`src/rtl/scroll_fb_ctrl.sv`:
```
// Scrolling frame-buffer controller: video read addressing plus one bin line written per scroll point.
// Define SCROLL_CLEAR_EN to zero the whole frame buffer after every reset before video starts.
module scroll_fb_ctrl #(
    parameter int H_VISIBLE   = 320,
    parameter int V_VISIBLE   = 240,
    parameter int SCROLL_LOG2 = 2,
    parameter int DATA_W      = 8
) (
    input  logic              clk,
    input  logic              resetn,
    input  logic              lower_blank,
    input  logic [8:0]        x,
    input  logic [7:0]        y,
    input  logic              line_req,
    output logic              line_ack,
    output logic [8:0]        bin_addr,
    output logic              bin_rd_en,
    input  logic [DATA_W-1:0] bin_data,
    output logic [16:0]       fb_addr,
    output logic [DATA_W-1:0] fb_wdata,
    output logic              fb_we,
    output logic [7:0]        y_offset,
    output logic              pix_valid,
    output logic              overrun
);

    localparam logic [16:0] H17  = 17'(H_VISIBLE);
    localparam logic [8:0]  H9   = 9'(H_VISIBLE);
    localparam logic [8:0]  V9   = 9'(V_VISIBLE);
    localparam logic [7:0]  VMAX = 8'(V_VISIBLE - 1);
    localparam logic [SCROLL_LOG2-1:0] FC_ONE = SCROLL_LOG2'(1);

    typedef enum logic [1:0] {
        VIDEO      = 2'd0,
        WRITE_LINE = 2'd1,
        WAIT_VIDEO = 2'd2
`ifdef SCROLL_CLEAR_EN
        , CLEAR    = 2'd3
`endif
    } state_t;

`ifdef SCROLL_CLEAR_EN
    localparam state_t      RST_STATE = CLEAR;
    localparam logic [16:0] FB_WORDS  = 17'(H_VISIBLE * V_VISIBLE);
`else
    localparam state_t      RST_STATE = VIDEO;
`endif

    // Row wrap uses a 9-bit sum so y + y_offset can exceed 255 without aliasing.
    function automatic logic [8:0] wrap_row(input logic [7:0] row, input logic [7:0] offs);
        logic [8:0] sum;
        sum = {1'b0, row} + {1'b0, offs};
        return (sum >= V9) ? (sum - V9) : sum;
    endfunction

    function automatic logic [7:0] next_offset(input logic [7:0] offs);
        return (offs == VMAX) ? 8'd0 : (offs + 8'd1);
    endfunction

    state_t                 state, state_nxt;
    logic [8:0]             wcnt;
    logic [SCROLL_LOG2-1:0] frame_cnt;
    logic [16:0]            fb_addr_p1;
    logic                   wr_vld_p1;
    logic                   vid_load, frame_tick, line_done, ovr_set;
`ifdef SCROLL_CLEAR_EN
    logic [16:0]            ccnt;
    logic                   clr_load, clr_done, clr_vld_p1;

    assign clr_done = (ccnt == FB_WORDS);
`endif

    always_ff @(posedge clk) begin
        if (!resetn) state <= RST_STATE;
        else         state <= state_nxt;
    end

    always_comb begin
        state_nxt = state;
        case (state)
            VIDEO:      if (lower_blank) state_nxt = ((&frame_cnt) && line_req) ? WRITE_LINE : WAIT_VIDEO;
            WRITE_LINE: if (wcnt == H9)  state_nxt = WAIT_VIDEO;
            WAIT_VIDEO: if (!lower_blank) state_nxt = VIDEO;
`ifdef SCROLL_CLEAR_EN
            CLEAR:      if (clr_done)    state_nxt = VIDEO;
`endif
            default:    state_nxt = RST_STATE;
        endcase
    end

    always_comb begin
        bin_rd_en  = 1'b0;
        bin_addr   = '0;
        vid_load   = 1'b0;
        frame_tick = 1'b0;
        line_done  = 1'b0;
        ovr_set    = 1'b0;
`ifdef SCROLL_CLEAR_EN
        clr_load   = 1'b0;
`endif
        case (state)
            VIDEO: begin
                vid_load   = 1'b1;
                frame_tick = lower_blank;
            end
            WRITE_LINE: begin
                ovr_set = !lower_blank;
                if (wcnt < H9) begin
                    bin_rd_en = 1'b1;
                    bin_addr  = wcnt;
                end else begin
                    line_done = 1'b1;
                end
            end
`ifdef SCROLL_CLEAR_EN
            CLEAR: clr_load = !clr_done;
`endif
            default: ;
        endcase
    end

    // p0 -> p1: address/valid registered; bin_data arrives in the same cycle as wr_vld_p1
    always_ff @(posedge clk) begin
        if (!resetn) begin
            fb_addr_p1 <= '0;
            wr_vld_p1  <= 1'b0;
            pix_valid  <= 1'b0;
            line_ack   <= 1'b0;
            wcnt       <= '0;
            frame_cnt  <= '0;
            y_offset   <= '0;
            overrun    <= 1'b0;
`ifdef SCROLL_CLEAR_EN
            ccnt       <= '0;
            clr_vld_p1 <= 1'b0;
`endif
        end else begin
            wr_vld_p1 <= bin_rd_en;
            pix_valid <= vid_load && !lower_blank;
            line_ack  <= line_done;
            wcnt      <= bin_rd_en ? (wcnt + 9'd1) : 9'd0;
            if (vid_load)
                fb_addr_p1 <= 17'(x) + 17'(wrap_row(y, y_offset)) * H17;
            else if (bin_rd_en)
                fb_addr_p1 <= 17'(y_offset) * H17 + 17'(wcnt);
`ifdef SCROLL_CLEAR_EN
            else if (clr_load)
                fb_addr_p1 <= ccnt;
            clr_vld_p1 <= clr_load;
            if (clr_load) ccnt <= ccnt + 17'd1;
`endif
            if (frame_tick) frame_cnt <= frame_cnt + FC_ONE;
            if (line_done)  y_offset  <= next_offset(y_offset);
            if (ovr_set)    overrun   <= 1'b1;
        end
    end

    assign fb_addr  = fb_addr_p1;
    assign fb_wdata = wr_vld_p1 ? bin_data : '0;
`ifdef SCROLL_CLEAR_EN
    assign fb_we    = wr_vld_p1 | clr_vld_p1;
`else
    assign fb_we    = wr_vld_p1;
`endif

endmodule
```
`config.mk`:
```
export PLATFORM = sky130hd
export DESIGN_NAME = scroll_fb_ctrl
export DESIGN_NICKNAME = d
export VERILOG_FILES = /design/src/rtl/scroll_fb_ctrl.sv
export SDC_FILE = /design/constraint.sdc
export NUM_CORES = 1
export LEC_CHECK = 0
export BUFFER_PORTS_ARGS = -buffer_cell sky130_fd_sc_hd__buf_2
export CORE_MARGIN = 10
export CORE_UTILIZATION = 30
export CTS_BUF_LIST = sky130_fd_sc_hd__clkbuf_4 sky130_fd_sc_hd__clkbuf_8
export CTS_CLUSTER_DIAMETER = 60
export DETAILED_ROUTE_END_ITERATION = 12
export HOLD_SLACK_MARGIN = 0.05
export PLACE_DENSITY = 0.62
export RECOVER_POWER = 25
export SLEW_MARGIN = 5
export SYNTH_ARGS = -nofsm -noshare
export SYNTH_HDL_FRONTEND = slang
export SYNTH_SLANG_ARGS = --single-unit
export TNS_END_PERCENT = 5
```
`constraint.sdc`:
```
create_clock -name clk -period 5.6 [get_ports clk]
set_input_delay 0 -clock clk [delete_from_list [all_inputs] [get_ports clk]]
set_output_delay 0 -clock clk [all_outputs]
set_load 0.01 [all_outputs]
```
# After elaboration in Yosys (flattened, before gate mapping)
# Cells that the tools add are included.
classes:
  n_addsub: 7
  multipliers: 2
  n_div: 0
  order_cmp: 2
  eq_ne: 7
  shifts: 0
  n_mux: 19
  bitwise: 0
  reduce_logical: 8
op_table:
  columns: ["cell", "count"]
  rows:
  - ["$mux W17", 2]
  - ["$mux W9", 3]
  - ["$add A17 B9 Y17", 1]
  - ["$add A9 B17 Y17", 1]
  - ["$mux W8", 2]
  - ["$mul A8 B3 Y11 const B", 1]
  - ["$mul A9 B3 Y11 const B", 1]
  - ["$add A8 B8 Y9", 1]
  - ["$add A9 B1 Y9 const B", 1]
  - ["$eq A9 B9 Y1 const B", 1]
  - ["$ge A9 B8 Y1 const B", 1]
  - ["$lt A9 B9 Y1 const B", 1]
  - ["$sub A9 B8 Y9 const B", 1]
  - ["$add A8 B1 Y8 const B", 1]
  - ["$eq A8 B8 Y1 const B", 1]
  - ["$mux W2", 4]
  - ["$mux W1", 7]
  - ["$ne A2 B2 Y1 const B", 3]
  - ["$pmux W2 S3", 1]
  - ["$reduce_and A2 Y1", 2]
  - ["$reduce_and A3 Y1", 1]
  - ["$add A2 B1 Y2 const B", 1]
  - ["$eq A2 B1 Y1 const B", 1]
  - ["$eq A2 B2 Y1 const B", 1]
  - ["other kinds (4)", 5]
word_totals:
  ff_bits: 42
  latch_bits: 0
  ram_bits: 0
  mem_bits_ro: 0
  out_inout_bits: 47
  wordCells: 54
  mem_count: 0

# Depth between registers and ports, before layout
logic_depth:
  word_depth: 6
  depth_mapped: 23
  mapped_depth_nobuf: 23

# Worst setup path before layout
# No wires, ideal clock.
synth_timing:
  path_kind: "register to register"
  from: "reg y_offset[0]"
  to: "reg fb_addr_p1[16], in the netlist fb_addr[16]"
  t_arrival_ns: 5.333
  required_ns: 5.521
  slack_ns: 0.189
  path_stages_with_launch: 23
  n_path_buf: 0
  path_cell_list: "dfxtp_1 > ha_1 > fa_1 > a211oi_2 > o21bai_1 > o21a_1 > ha_1 > nor4bb_1 > a41oi_1 > nand4_2 > a31oi_1 > o21ai_1 > xor2_1 > ha_1 > fa_1 > a21o_1 > a21o_1 > a2111oi_0 > a311oi_1 > nor3b_1 > mux2_4 > a311o_1 > o221ai_2"
synth_via:
  elab_chain_len: 6
  word_cells_on_any_way: 10
  classes_between: "add/sub: 4; mul: 2; order compare: 1; mux: 3"
synth_rtl:
  columns: ["element", "line", "source"]
  rows:
  - ["from (decl)", "22", "output logic [7:0] y_offset,"]
  - ["from (signal assigned)", "153", "if (line_done) y_offset <= next_offset(y_offset);"]
  - ["$add A8 B8 Y9", "52", "sum = {1'b0, row} + {1'b0, offs};"]
  - ["$sub A9 B8 Y9 / $ge A9 B8 Y1 (equally long branches)", "53", "return (sum >= V9) ? (sum - V9) : sum;"]
  - ["$mux W9", "53", null]
  - ["$mul A9 B3 Y11", "143", "fb_addr_p1 <= 17'(x) + 17'(wrap_row(y, y_offset)) * H17;"]
  - ["$add A9 B17 Y17", "143", null]
  - ["$mux W17 *", "142", "if (vid_load)"]
  - ["to (signal assigned)", "143", null]
  - ["to (signal assigned)", "145", "fb_addr_p1 <= 17'(y_offset) * H17 + 17'(wcnt);"]
  - ["to (decl)", "63", "logic [16:0] fb_addr_p1;"]
# Every way passes the cells marked *; elsewhere a longest branch is shown, timed or not. The select of a mux whose other input is x is not followed.
# A chain may end at the register's enable or synchronous reset.

# Worst setup path after layout
# Same ends and word-level chain as after synthesis.

==> impl_metrics.env <==
export IMPL_power_density_nw_per_um2=166
export IMPL_final_cell_mix="55 x buf_2, 41 x dfxtp_1, 40 x ha_1"
export IMPL_synth_simple_gate_area_share_pct=21.6
export IMPL_r2r_end="fb_addr[16]$_SDFFE_PN0P_"
export IMPL_fin_area_um2=4470
export IMPL_drt_total_wl_um=9810
export IMPL_synth_top_family_by_area="simple AND/OR/NAND/NOR gates"
export IMPL_holdPathEnd="fb_addr[7]$_SDFFE_PN0P_"
export IMPL_status="complete, no violations"
export IMPL_port_buffers=75
export IMPL_p_sw_share_pct=32.2
export IMPL_yosys_most_used_dff="dfxtp_1"
export IMPL_die_w_um=130
export IMPL_clock_sinks=42
export IMPL_clock_fmax_mhz=188
export IMPL_grt_overflow_total=0
export IMPL_period_share_pct=94.9
export IMPL_layout_nets=586
export IMPL_synth_edff_count=0
export IMPL_final_common_cell="buf_2"
export IMPL_syn_area_um2=3620
export IMPL_min_path_type="in -> reg"
export IMPL_clock_skew_ns=0.0138
export IMPL_cp_startpoint="y_offset[0]$_SDFFE_PN0P_"
export IMPL_first_iter_violations=117
export IMPL_finalSetupViolCount=0
export IMPL_post_route_min_period_ns=5.32
export IMPL_async_flop_share_pct=0
export IMPL_cp_required_ns=5.82
export IMPL_track_usage_pct=11.3
export IMPL_diodes=0
export IMPL_cts_clk_slew_worst_paths_ns=0.09
export IMPL_syn_nets=495
export IMPL_synth_area_mux_share_pct=1.97
export IMPL_ios=76
export IMPL_internal_power_mw=0.503
export IMPL_ys_ff_latch=42
export IMPL_postRouteAntennaNets=0
export IMPL_syn_to_final_growth_pct=23.3
export IMPL_p_sw_mw=0.240
export IMPL_gp_congestion=0.806
export IMPL_syn_instance_count=418
export IMPL_antenna_found_initial=0
export IMPL_ir_drop_mv=0.104
export IMPL_synth_compound_area_share_pct=19.9
export IMPL_core_um2=11900
export IMPL_synthAdderAreaFrac_pct=17.6
export IMPL_fp_row_count=40
export IMPL_start_kind="flop"
export IMPL_clockPowerShare_pct=26.5
export IMPL_clockBufferDepth=2
export IMPL_r2r_setup_slack_ns=0.28
export IMPL_insertion_delay_ns=0.30
export IMPL_drv_cap=0
export IMPL_syn_avg_cell_area_um2=8.67
export IMPL_path_max_fanout=6
export IMPL_crit_type="reg -> reg"
export IMPL_reg2reg_from="y_offset[0]$_SDFFE_PN0P_"
export IMPL_post_drt_wl_per_cell_um=14.9
export IMPL_synth_xor_area_share_pct=11.6
export IMPL_drv_slew=0
export IMPL_yosysUniqueCellTypes=70
export IMPL_synth_warnings=0
export IMPL_end_kind="flop"
export IMPL_die_y_um=130
export IMPL_placed_area_um2=4160
export IMPL_vias=3315
export IMPL_combPwrFrac_pct=29.5
export IMPL_p_seq_share_pct=44.0
export IMPL_relSlewSlack_pct=60.7
export IMPL_route_met2_wl_um=4570
export IMPL_grt_max_degree=32
export IMPL_r2r_cells=22
export IMPL_total_leakage_power_nw=1.94
export IMPL_initial_utilization_pct=30.4
export IMPL_hold_path_depth=4
export IMPL_cts_htree_levels=2
export IMPL_dpl_hpwl_um=7820
export IMPL_grt_pass1_vias=3378
export IMPL_cp_arrival_ns=5.54
export IMPL_cts_buffers=5
export IMPL_p_total_mw=0.743
export IMPL_drc=0
export IMPL_cts_root_buffer="clkbuf_8"
export IMPL_wl_met1_um=4780
export IMPL_first_pass_iters=4
export IMPL_hold_start="x[7]"
export IMPL_seq_area_frac_synth_pct=23.2
export IMPL_top_layer="met4"
export IMPL_hold_slack_ns=0.183
export IMPL_viasPerCell=5.05
export IMPL_grt_first_pass_wirelength_um=16000
export IMPL_cts_tree="done"
export IMPL_drive_above_1_share_pct=21.8
export IMPL_dr_wl_met3_um=283
export IMPL_finalHoldViolCount=0
export IMPL_tightest_slew_ns=0.583
export IMPL_die_area_um2=16900
==> cell usage after synthesis, types with 12 or more instances <==
library cell,instances,area [µm²]
ha_1,43,538
dfxtp_1,42,841
nor2_1,34,128
xnor2_1,25,219
nand2_1,24,90.1
a21oi_1,22,110
and2_1,21,131
xor2_1,21,184
inv_1,17,63.8
nand3_1,14,70.1
nor3_1,12,60.1
==> worst max path at each step <==
| stage | endpoint | slack [ns] |
|---|---|---|
| after floorplan | fb_addr[16]$_SDFFE_PN0P_ | 0.19 |
| after global placement | fb_addr[16]$_SDFFE_PN0P_ | 0.17 |
| after detailed placement | fb_addr[16]$_SDFFE_PN0P_ | -0.07 |
| after CTS | fb_addr[16]$_SDFFE_PN0P_ | 0.05 |
| after global routing | fb_addr[16]$_SDFFE_PN0P_ | -0.02 |
| final | fb_addr[16]$_SDFFE_PN0P_ | 0.28 |
==> power groups by stage <==
| stage | clock, mW | sequential (mW) | combinational, mW |
|---|---|---|---|
| finish | 0.197 | 0.327 | 0.219 |
| global route | 0.214 | 0.330 | 0.247 |
| CTS | 0.206 | 0.327 | 0.212 |
| detailed placement | 0 | 0.334 | 0.204 |
| global placement | 0 | 0.333 | 0.199 |
| floorplan | 0 | 0.339 | 0.140 |
==> layout make-up <==
type / count / area (µm²)
clock inverter: 3 / 21.3
multi-input combinational: 346 / 2760
clock buffer: 5 / 68.8
fill: 1249 / 7440
inverter: 18 / 67.6
sequential: 42 / 842
timing repair buffer: 96 / 528
tap: 147 / 184
==> metrics by stage <==
step	utilization (%)	worst slack, ns	TNS (ns)	cells
6_report	37.5	0.285	0	657
5_1_grt	37.5	-0.0153	-0.0153	657
4_1_cts	36.6	0.0493	0	653
3_5_place_dp	34.9	-0.0684	-0.0684	635
3_3_place_gp	34.9	0.175	0	635
2_1_floorplan	-	0.189	0	418
==> per-layer routing <==
layer  track usage (%)  vias to the layer above
met5                 0                        -
met4              2.78                        0
met3              1.74                       12
met2              19.3                       62
met1              14.6                     1549
li1                  -                     1692
==> kinds of logic after synthesis <==
kind of cell,after synthesis
AND/OR/NAND/NOR,147
AO/OA/AOI/OAI,98
multiplexers,6
adder cells (fa/ha/maj),48
XOR/XNOR,47
flip-flops,42
buffers and inverters,30
==> worst max-delay path, stage by stage, from the launching register on <==
cell       delay [ns]
dfxtp_1          0.32
ha_1             0.21
fa_2             0.44
a211oi_4         0.27
o21a_1           0.22
ha_4             0.19
nand3b_1         0.07
or3_1            0.33
nand4_2          0.11
a31oi_2          0.10
o21ai_2          0.28
mux2i_2          0.30
inv_1            0.07
ha_1             0.28
ha_1             0.35
a21o_1           0.17
a21o_1           0.22
a2111oi_4        0.36
a311oi_2         0.10
nor3b_1          0.17
mux2_4           0.28
a311o_1          0.33
o221ai_2         0.06
==> registers in the layout, summed over array words and instances (netlist names), 2 cells and up <==
register and cells:
fb_addr 17, state 2, wcnt 9, y_offset 8, frame_cnt 2
==> repair_timing <==
item                       CTS  global route
hold endpoints to repair     9             0
gates resized for setup      5            15
hold buffers                 8             0
setup endpoints to repair    1             3
pin swaps                    2             7
buffers inserted             2             4
No activity file was read; power rests on OpenSTA's default activity.
